--- config.mk ---
export PLATFORM = sky130hd
export DESIGN_NAME = v_store_sequencer_flat
export DESIGN_NICKNAME = d
export VERILOG_FILES = /design/src/rtl/v_store_sequencer_pkg.sv /design/src/rtl/v_store_sequencer_if.sv /design/src/rtl/v_store_sequencer_lane.sv /design/src/rtl/v_store_sequencer.sv /design/src/flat_wrapper.sv
export SDC_FILE = /design/constraint.sdc
export NUM_CORES = 2
export LEC_CHECK = 0
export ABC_AREA = 0
export ABC_CLOCK_PERIOD_IN_PS = 66600
export CORE_ASPECT_RATIO = 1.75
export CORE_UTILIZATION = 50
export CTS_CLUSTER_DIAMETER = 100
export CTS_CLUSTER_SIZE = 14
export DETAILED_ROUTE_END_ITERATION = 8
export PLACE_DENSITY = 0.86
export SYNTH_ARGS = -nofsm -noshare
export SYNTH_HDL_FRONTEND = slang
export SYNTH_SLANG_ARGS = --single-unit
--- constraint.sdc ---
create_clock -name clk -period 66.6 [get_ports clk]
set_input_delay 6.66 -clock clk [delete_from_list [all_inputs] [get_ports clk]]
set_output_delay 6.66 -clock clk [all_outputs]
set_load 0.005 [all_outputs]
--- src/rtl/v_store_sequencer_pkg.sv ---
// Shared types, op codes and sizing helpers for the vector store sequencer.
// Element width comes from the op; register count comes from lmul.
package v_store_sequencer_pkg;

  localparam int VLEN   = 128;
  localparam int NLANE  = 4;
  localparam int DATA_W = 4 * VLEN;

  localparam logic [5:0] SEW_8  = 6'd8;
  localparam logic [5:0] SEW_16 = 6'd16;
  localparam logic [5:0] SEW_32 = 6'd32;

  localparam logic [3:0] VLSU_VSE8   = 4'h1;
  localparam logic [3:0] VLSU_VSE16  = 4'h2;
  localparam logic [3:0] VLSU_VSE32  = 4'h3;
  localparam logic [3:0] VLSU_VSSE8  = 4'h5;
  localparam logic [3:0] VLSU_VSSE16 = 4'h6;
  localparam logic [3:0] VLSU_VSSE32 = 4'h7;

  typedef enum logic [1:0] {VSQ_IDLE, VSQ_STORE, VSQ_DONE} vsq_state_t;

  function automatic logic [2:0] vsq_nreg(input logic [2:0] lmul);
    case (lmul)
      3'b001:  return 3'd2;
      3'b010:  return 3'd4;
      default: return 3'd1;
    endcase
  endfunction

  function automatic logic vsq_op_valid(input logic [3:0] op);
    return (op == VLSU_VSE8)  || (op == VLSU_VSE16)  || (op == VLSU_VSE32) ||
           (op == VLSU_VSSE8) || (op == VLSU_VSSE16) || (op == VLSU_VSSE32);
  endfunction

  function automatic logic vsq_op_strided(input logic [3:0] op);
    return (op == VLSU_VSSE8) || (op == VLSU_VSSE16) || (op == VLSU_VSSE32);
  endfunction

  function automatic logic [5:0] vsq_sew(input logic [3:0] op);
    case (op)
      VLSU_VSE16, VLSU_VSSE16: return SEW_16;
      VLSU_VSE32, VLSU_VSSE32: return SEW_32;
      default:                 return SEW_8;
    endcase
  endfunction

  // Index of the final beat: (VLEN/SEW)*NREG/4 - 1, at most 15.
  function automatic logic [3:0] vsq_last_beat(input logic [5:0] sew, input logic [2:0] nreg);
    logic [4:0] beats;
    case (sew)
      SEW_8:   beats = 5'(nreg) << 2;
      SEW_16:  beats = 5'(nreg) << 1;
      default: beats = 5'(nreg);
    endcase
    return 4'(beats - 5'd1);
  endfunction

endpackage

--- src/rtl/v_store_sequencer_if.sv ---
// Issue-side request and bank-side write ports of the store sequencer.
// start/ready: a request transfers on a clock edge where start=1 and ready=1; start while ready=0 is dropped.
interface v_store_sequencer_if
  import v_store_sequencer_pkg::*;
#(
  parameter int ADDR_W   = 10,
  parameter int STRIDE_W = 5
) ();

  logic                            start;
  logic                            ready;
  logic [3:0]                      store_op;
  logic [2:0]                      lmul;
  logic [2:0]                      vsew;
  logic [STRIDE_W-1:0]             stride;
  logic [ADDR_W-1:0]               address;
  logic [DATA_W-1:0]               data;
  logic [NLANE-1:0][ADDR_W-1:0]    bank_addr;
  logic [NLANE-1:0][31:0]          bank_data;
  logic [NLANE-1:0]                bank_we;
  logic                            busy;
  logic                            done;

  modport master (
    output start, store_op, lmul, vsew, stride, address, data,
    input  ready, bank_addr, bank_data, bank_we, busy, done
  );

  modport slave (
    input  start, store_op, lmul, vsew, stride, address, data,
    output ready, bank_addr, bank_data, bank_we, busy, done
  );

endinterface

--- src/rtl/v_store_sequencer_lane.sv ---
// One bank lane: picks element elem from the snapshot, sign-extends it to 32 bits
// and forms its word address (unit-stride or strided, wrapping at 2^ADDR_W).
module v_store_sequencer_lane
  import v_store_sequencer_pkg::*;
#(
  parameter int ADDR_W   = 10,
  parameter int STRIDE_W = 5
) (
  input  logic [DATA_W-1:0]   data,
  input  logic [5:0]          elem,
  input  logic [5:0]          sew,
  input  logic                strided,
  input  logic [STRIDE_W-1:0] stride,
  input  logic [ADDR_W-1:0]   base,
  output logic [31:0]         wdata,
  output logic [ADDR_W-1:0]   waddr
);

  logic [7:0]  e8;
  logic [15:0] e16;
  logic [10:0] offset;

  assign e8  = data[{elem, 3'b000} +: 8];
  assign e16 = data[{elem[4:0], 4'b0000} +: 16];

  always_comb begin
    wdata = '0;
    case (sew)
      SEW_8:   wdata = {{24{e8[7]}}, e8};
      SEW_16:  wdata = {{16{e16[15]}}, e16};
      default: wdata = data[{elem[3:0], 5'b00000} +: 32];
    endcase
  end

  // 63 * 31 still fits in 11 bits, so the product never overflows before the wrap.
  assign offset = strided ? 11'(elem) * 11'(stride) : 11'(elem);
  assign waddr  = base + ADDR_W'(offset);

endmodule

--- src/rtl/v_store_sequencer.sv ---
// Sequences one vector store from a latched register-group snapshot into four
// 32-bit banks, one element per bank per beat; bank ports are registered.
module v_store_sequencer
  import v_store_sequencer_pkg::*;
#(
  parameter int ADDR_W   = 10,
  parameter int STRIDE_W = 5
) (
  input  logic                 clk,
  input  logic                 rst,
  v_store_sequencer_if.slave   bus,
  output vsq_state_t           dbg_state
);

  vsq_state_t state, state_next;
  logic       accept, advance, op_ok, idle;
  logic       ready_c, busy_c, done_c;

  logic [DATA_W-1:0]   data_q;
  logic [5:0]          sew_q;
  logic                strided_q;
  logic [STRIDE_W-1:0] stride_q;
  logic [ADDR_W-1:0]   base_q;
  logic [3:0]          last_q, beat_q;

  logic [NLANE-1:0]             we_q;
  logic [NLANE-1:0][ADDR_W-1:0] addr_q;
  logic [NLANE-1:0][31:0]       wdata_q;

  logic [DATA_W-1:0]            src_data;
  logic [5:0]                   src_sew;
  logic                         src_strided;
  logic [STRIDE_W-1:0]          src_stride;
  logic [ADDR_W-1:0]            src_base;
  logic [3:0]                   src_beat;
  logic [NLANE-1:0][ADDR_W-1:0] lane_addr;
  logic [NLANE-1:0][31:0]       lane_data;

  assign op_ok = vsq_op_valid(bus.store_op);
  assign idle  = (state == VSQ_IDLE);

  always_ff @(posedge clk or posedge rst) begin
    if (rst) state <= VSQ_IDLE;
    else     state <= state_next;
  end

  always_comb begin
    state_next = state;
    accept     = 1'b0;
    advance    = 1'b0;
    ready_c    = 1'b0;
    busy_c     = 1'b0;
    done_c     = 1'b0;
    case (state)
      VSQ_IDLE: begin
        ready_c = 1'b1;
        if (bus.start) begin
          accept     = 1'b1;
          state_next = op_ok ? VSQ_STORE : VSQ_DONE;
        end
      end
      VSQ_STORE: begin
        busy_c = 1'b1;
        if (beat_q == last_q) state_next = VSQ_DONE;
        else                  advance    = 1'b1;
      end
      VSQ_DONE: begin
        busy_c     = 1'b1;
        done_c     = 1'b1;
        state_next = VSQ_IDLE;
      end
      default: state_next = VSQ_IDLE;
    endcase
  end

  // Beat 0 is built straight from the request so it lands in the first STORE cycle;
  // later beats come from the latched snapshot.
  assign src_data    = idle ? bus.data : data_q;
  assign src_sew     = idle ? vsq_sew(bus.store_op) : sew_q;
  assign src_strided = idle ? vsq_op_strided(bus.store_op) : strided_q;
  assign src_stride  = idle ? bus.stride : stride_q;
  assign src_base    = idle ? bus.address : base_q;
  assign src_beat    = idle ? 4'd0 : beat_q + 4'd1;

  for (genvar k = 0; k < NLANE; k++) begin : g_lane
    v_store_sequencer_lane #(.ADDR_W(ADDR_W), .STRIDE_W(STRIDE_W)) u_lane (
      .data    (src_data),
      .elem    ({src_beat, 2'(k)}),
      .sew     (src_sew),
      .strided (src_strided),
      .stride  (src_stride),
      .base    (src_base),
      .wdata   (lane_data[k]),
      .waddr   (lane_addr[k])
    );
  end

  always_ff @(posedge clk or posedge rst) begin
    if (rst) begin
      data_q    <= '0;
      sew_q     <= '0;
      strided_q <= 1'b0;
      stride_q  <= '0;
      base_q    <= '0;
      last_q    <= '0;
      beat_q    <= '0;
      we_q      <= '0;
      addr_q    <= '0;
      wdata_q   <= '0;
    end else if (accept && op_ok) begin
      data_q    <= bus.data;
      sew_q     <= vsq_sew(bus.store_op);
      strided_q <= vsq_op_strided(bus.store_op);
      stride_q  <= bus.stride;
      base_q    <= bus.address;
      last_q    <= vsq_last_beat(vsq_sew(bus.store_op), vsq_nreg(bus.lmul));
      beat_q    <= 4'd0;
      we_q      <= '1;
      addr_q    <= lane_addr;
      wdata_q   <= lane_data;
    end else if (advance) begin
      beat_q    <= src_beat;
      we_q      <= '1;
      addr_q    <= lane_addr;
      wdata_q   <= lane_data;
    end else begin
      we_q      <= '0;
    end
  end

  assign bus.ready     = ready_c;
  assign bus.busy      = busy_c;
  assign bus.done      = done_c;
  assign bus.bank_we   = we_q;
  assign bus.bank_addr = addr_q;
  assign bus.bank_data = wdata_q;
  assign dbg_state     = state;

endmodule
--- src/flat_wrapper.sv ---
// flat-port wrapper written by rule: the top's interface ports become plain ports
module v_store_sequencer_flat import v_store_sequencer_pkg::*;
#(
  parameter int ADDR_W   = 10,
  parameter int STRIDE_W = 5
)
  (clk, rst, dbg_state, bus_start, bus_store_op, bus_lmul, bus_vsew, bus_stride, bus_address, bus_data, bus_ready, bus_bank_addr, bus_bank_data, bus_bank_we, bus_busy, bus_done);
  v_store_sequencer_if #(.ADDR_W(ADDR_W), .STRIDE_W(STRIDE_W)) bus_i ();
  input  logic clk;
  input  logic rst;
  output vsq_state_t dbg_state;
  input wire logic [$bits(bus_i.start)-1:0] bus_start;
  input wire logic [$bits(bus_i.store_op)-1:0] bus_store_op;
  input wire logic [$bits(bus_i.lmul)-1:0] bus_lmul;
  input wire logic [$bits(bus_i.vsew)-1:0] bus_vsew;
  input wire logic [$bits(bus_i.stride)-1:0] bus_stride;
  input wire logic [$bits(bus_i.address)-1:0] bus_address;
  input wire logic [$bits(bus_i.data)-1:0] bus_data;
  output wire logic [$bits(bus_i.ready)-1:0] bus_ready;
  output wire logic [$bits(bus_i.bank_addr)-1:0] bus_bank_addr;
  output wire logic [$bits(bus_i.bank_data)-1:0] bus_bank_data;
  output wire logic [$bits(bus_i.bank_we)-1:0] bus_bank_we;
  output wire logic [$bits(bus_i.busy)-1:0] bus_busy;
  output wire logic [$bits(bus_i.done)-1:0] bus_done;
  assign bus_i.start = bus_start;
  assign bus_i.store_op = bus_store_op;
  assign bus_i.lmul = bus_lmul;
  assign bus_i.vsew = bus_vsew;
  assign bus_i.stride = bus_stride;
  assign bus_i.address = bus_address;
  assign bus_i.data = bus_data;
  assign bus_ready = bus_i.ready;
  assign bus_bank_addr = bus_i.bank_addr;
  assign bus_bank_data = bus_i.bank_data;
  assign bus_bank_we = bus_i.bank_we;
  assign bus_busy = bus_i.busy;
  assign bus_done = bus_i.done;
  v_store_sequencer #(.ADDR_W(ADDR_W), .STRIDE_W(STRIDE_W)) u_core (.clk(clk), .rst(rst), .bus(bus_i), .dbg_state(dbg_state));
endmodule
==> metrics.md <==
| Metric | Value |
|---|---|
| Post-route ant nets | `0` |
| Initial core utilization | `50.4%` |
| Final setup violation count | `0` |
| Fmax | `just under 0.09 GHz` |
| CP max stage delay | `roughly 0.65 ns` |
| RR Endpoint | `u_core.bus.bank_addr[19]` |
| CTS tree | `done` |
| Hold Path Cell Cnt | `2` |
| DRC Markers | `4` |
| FF+latch count, synth | `approximately 700` |
| Multi-input logic area | `around 25000 um2` |
| Area leader, netlist | `dfrtp_1` |
| Row Count | `about 140` |
| Status | `finished with violations` |
| GRT overflow | `0` |
| CTS Buffer Depth | `3` |
| Initial antenna violation count | `58` |
| RSZ-0062 raised after global routing | `no` |
| P per Cell Area | `56.5 nW/um2` |
| Final Max Slew Viols | `0` |
| Die height | `slightly below 400 um` |
| Number of CTS-inserted buffers | `57` |
| Post-synth top area share | `about two fifths` |
| Final net count | `5926` |
| Vias in the first global route | `40400` |
| Crit-path cells | `clkdlybuf4s50_1, mux2i_1, inv_1, xnor2_1, ha_1, inv_1, fa_1, fa_1, inv_1, ha_1, a21o_1, a21o_1, a21o_1, a21oi_1, xor2_1, nor2_1, ha_1, nand2_1, o21ai_0, xor2_1, xnor2_1, o21ai_0` |
| Crit path buffers/inverters | `4` |
| Synth Area in Adders | `~3.7%` |
| Routed len/inst | `around 28 um` |
| CP required | `between 60 and 70 ns` |
| Net Count, Synth | `5466` |
| Yosys Warn Count | `0` |
| Core footprint | `~88000 um2` |
| DRT Wirelength | `about 180000 um` |
| Clock Latency Late Sink | `between 0.6 and 0.7 ns` |
| Crit Path Max Fanout | `6` |
| Sequential-to-total area share from yosys stat | `around two fifths` |
| CTS Hold Bufs | `0` |
| First-pass GRT wire length | `~260000 um` |
| # IOs | `around 720` |
| Share of cells above drive strength 1 | `8.13%` |
| First drt pass iteration count | `9` |
| FFs w/ async S/R, synth | `100%` |
| Synthesized area | `around 44000 um2` |
| Compound-cell area share of the yosys netlist | `roughly 11%` |
| Reg2reg path depth | `19` |
| Setup TNS | `0 ns` |
| P_leak | `~24 nW` |
| Crit path capture type | `flip-flop` |
| CTS sink cnt | `approximately 710` |
| CP max-delay cell | `mux2i_1` |
| DP HPWL | `roughly 130000 um` |
| Final Hold Viols | `0` |
| Syn avg cell area | `about 9 um2` |
| Critical path's top delay family | `adder cells` |
| Gr usage total | `between 30% and 40%` |
| Top FF cell, synth | `dfrtp_1` |
| Max H-tree Level | `2` |
| Period utilization | `17.0%` |
| Hold Crit Start | `u_core.bus.bank_addr[31]` |
| Reg2reg setup slack | `60.15 ns` |
| VDD IR max | `around 34 uV` |
| Initial DRC count | `about 5400` |
| Final critical-path required period | `11.35 ns` |
| Failing checks | `DRC` |
| CP Class | `in -> reg` |
| Total Power | `0.00301 W` |
| Clock skew | `0.0282 ns` |
| Synth Instances | `a little under 5000` |
| PortBufs | `about 710` |
| Synth unique cells | `79` |
| Mux cell area share after synthesis | `20.0%` |
| Max-cap viol count | `0` |
| Area grow syn2layout | `20.4%` |
| Reg2reg start | `u_core.beat_q[0]` |
| Number of synthesized flops with an enable pin | `0` |
| Simple-Gate Fraction of Synth Area | `19.1%` |
| Largest net degree at the start of global routing | `208` |
| Routability Congestion | `between 0.9 and 1` |
| Min-Delay Endpoint | `u_core.bus.bank_addr[31]` |
| Max_slew headroom | `~17%` |
| Clk pin slew, worst setup/hold paths | `roughly 0.070 ns` |
| Vias per std cell | `~6.4` |
| Synth Area in XOR/XNOR | `between 1 and 1.5%` |
| Largest family of logic cells by synthesized area | `multiplexers` |
| Post-CTS Resized | `0` |
| Chip Width | `227 um` |
| Hold WC Path Type | `reg -> reg` |
| Worst slew pin tran | `between 1 and 1.5 ns` |
| Postcts setup bufs | `0` |
| Register area | `approximately 18000 um2` |
| Filler instances | `~7300` |
| Critical Path Start Type | `input pin` |
| Synth area leaders | `dfrtp_1 (40%), nand2_1 (16%), mux4_2 (12%)` |
| Critical path arrival | `roughly 12 ns` |
| DR vias | `41300` |
| Overall die area | `89800 um2` |
| Clock root cell | `clkbuf_16` |
-- synthesized netlist by cell type (all sizes together) (15+ instances only) --
| master | instances |
|---|---|
| a211oi | 26 |
| a21o | 40 |
| a21oi | 191 |
| a31oi | 28 |
| buf | 187 |
| clkbuf | 186 |
| dfrtp | 708 |
| fa | 26 |
| ha | 91 |
| inv | 61 |
| mux2 | 25 |
| mux2i | 322 |
| mux4 | 238 |
| nand2 | 1837 |
| nand3 | 15 |
| nor2 | 225 |
| nor2b | 15 |
| nor3 | 40 |
| o21ai | 106 |
| o221ai | 55 |
| o22a | 105 |
| o22ai | 60 |
| xnor2 | 23 |
| xor2 | 28 |
-- cell usage in the layout (no fill, tap or decap), types with 28 or more instances in the layout --
cell type and n:
dfrtp_1 707, nor2_1 222, nor3_1 40, nand2_1 1836, o22a_1 105, o221ai_1 55
a31oi_1 28, diode_2 34, a21o_1 38, inv_1 58, o21ai_0 101, o22ai_1 60
buf_4 57, a21oi_1 187, clkbuf_16 58, mux2i_1 321, clkdlybuf4s50_1 713, ha_1 89
mux4_2 238
-- through the flow --
stage | utilization (%) | hold WS [ns] | cell area, um2 | cells | setup slack (ns)
after global routing | 60.6 | 0.493 | 53300 | 6470 | 55.06
after global placement | 58.8 | 0.451 | 51700 | 6378 | 54.65
after detailed placement | 58.8 | 0.456 | 51700 | 6378 | 54.60
final | 60.7 | 0.469 | 53300 | 6476 | 55.25
after CTS | 60.6 | 0.471 | 53300 | 6442 | 55.27
after floorplan | - | 0.442 | 44300 | 4809 | 40.08
-- cells by family after synthesis --
group / Yosys count
and+or+nand+nor: 2182
AOI/OAI and AO/OA: 728
DFF: 708
muxes: 585
buffers and inverters: 434
adders and majority gates: 117
xor gates and xnor gates: 55
-- worst min-delay path, stage by stage (launching register included) --
cell and delay [ns]:
dfrtp_1 0.34, nand2_1 0.05, nand2_1 0.05
-- where the power goes --
part,switching (W),total (W),internal [W]
registers,0.000255,0.000901,0.000646
logic,0.000985,0.00179,0.000805
clock network,0.000167,0.000321,0.000155
-- per-layer routing --
metal	vias to the layer above	GRT usage (%)	routed length (um)
li1	17600	-	-
met1	19900	46.3	60500
met2	3073	62.4	82700
met3	746	10.4	19300
met4	40	30.5	16300
met5	-	0	253
-- flip-flops by register name (all words and copies together) (netlist names) --
| name | flops |
|---|---|
| u_core.base_q | 10 |
| u_core.bus.bank_we | 1 |
| u_core.dbg_state | 2 |
| u_core.strided_q | 1 |
| u_core.stride_q | 5 |
| u_core.bus.bank_data | 128 |
| u_core.beat_q | 4 |
| u_core.data_q | 512 |
| u_core.bus.bank_addr | 38 |
| u_core.last_q | 4 |
| u_core.sew_q | 3 |
-- area by class of cell --
type / instances / share of cell area [%]
diodes: 34 / 0.160
clock buffers: 60 / 2.74
clock inverters: 4 / 0.120
inverters: 61 / 0.467
multi-input cells: 3667 / 46.2
flip-flops and latches: 708 / 33.2
well taps: 1168 / 2.74
repair buffers: 774 / 14.3
-- how the worst max path moves through the flow --
| stage | startpoint | end | slack, ns | depth (start not counted) |
|---|---|---|---|---|
| floorplan | rst | u_core.base_q[0] | 40.08 | 1 |
| global placement | bus_stride[3] | u_core.bus.bank_addr[39] | 54.65 | 22 |
| detailed placement | bus_stride[3] | u_core.bus.bank_addr[39] | 54.60 | 22 |
| CTS | bus_stride[3] | u_core.bus.bank_addr[39] | 55.27 | 22 |
| global route | bus_stride[3] | u_core.bus.bank_addr[39] | 55.06 | 22 |
| finish | bus_stride[3] | u_core.bus.bank_addr[39] | 55.25 | 22 |
No activity file was read; power rests on OpenSTA's default activity.
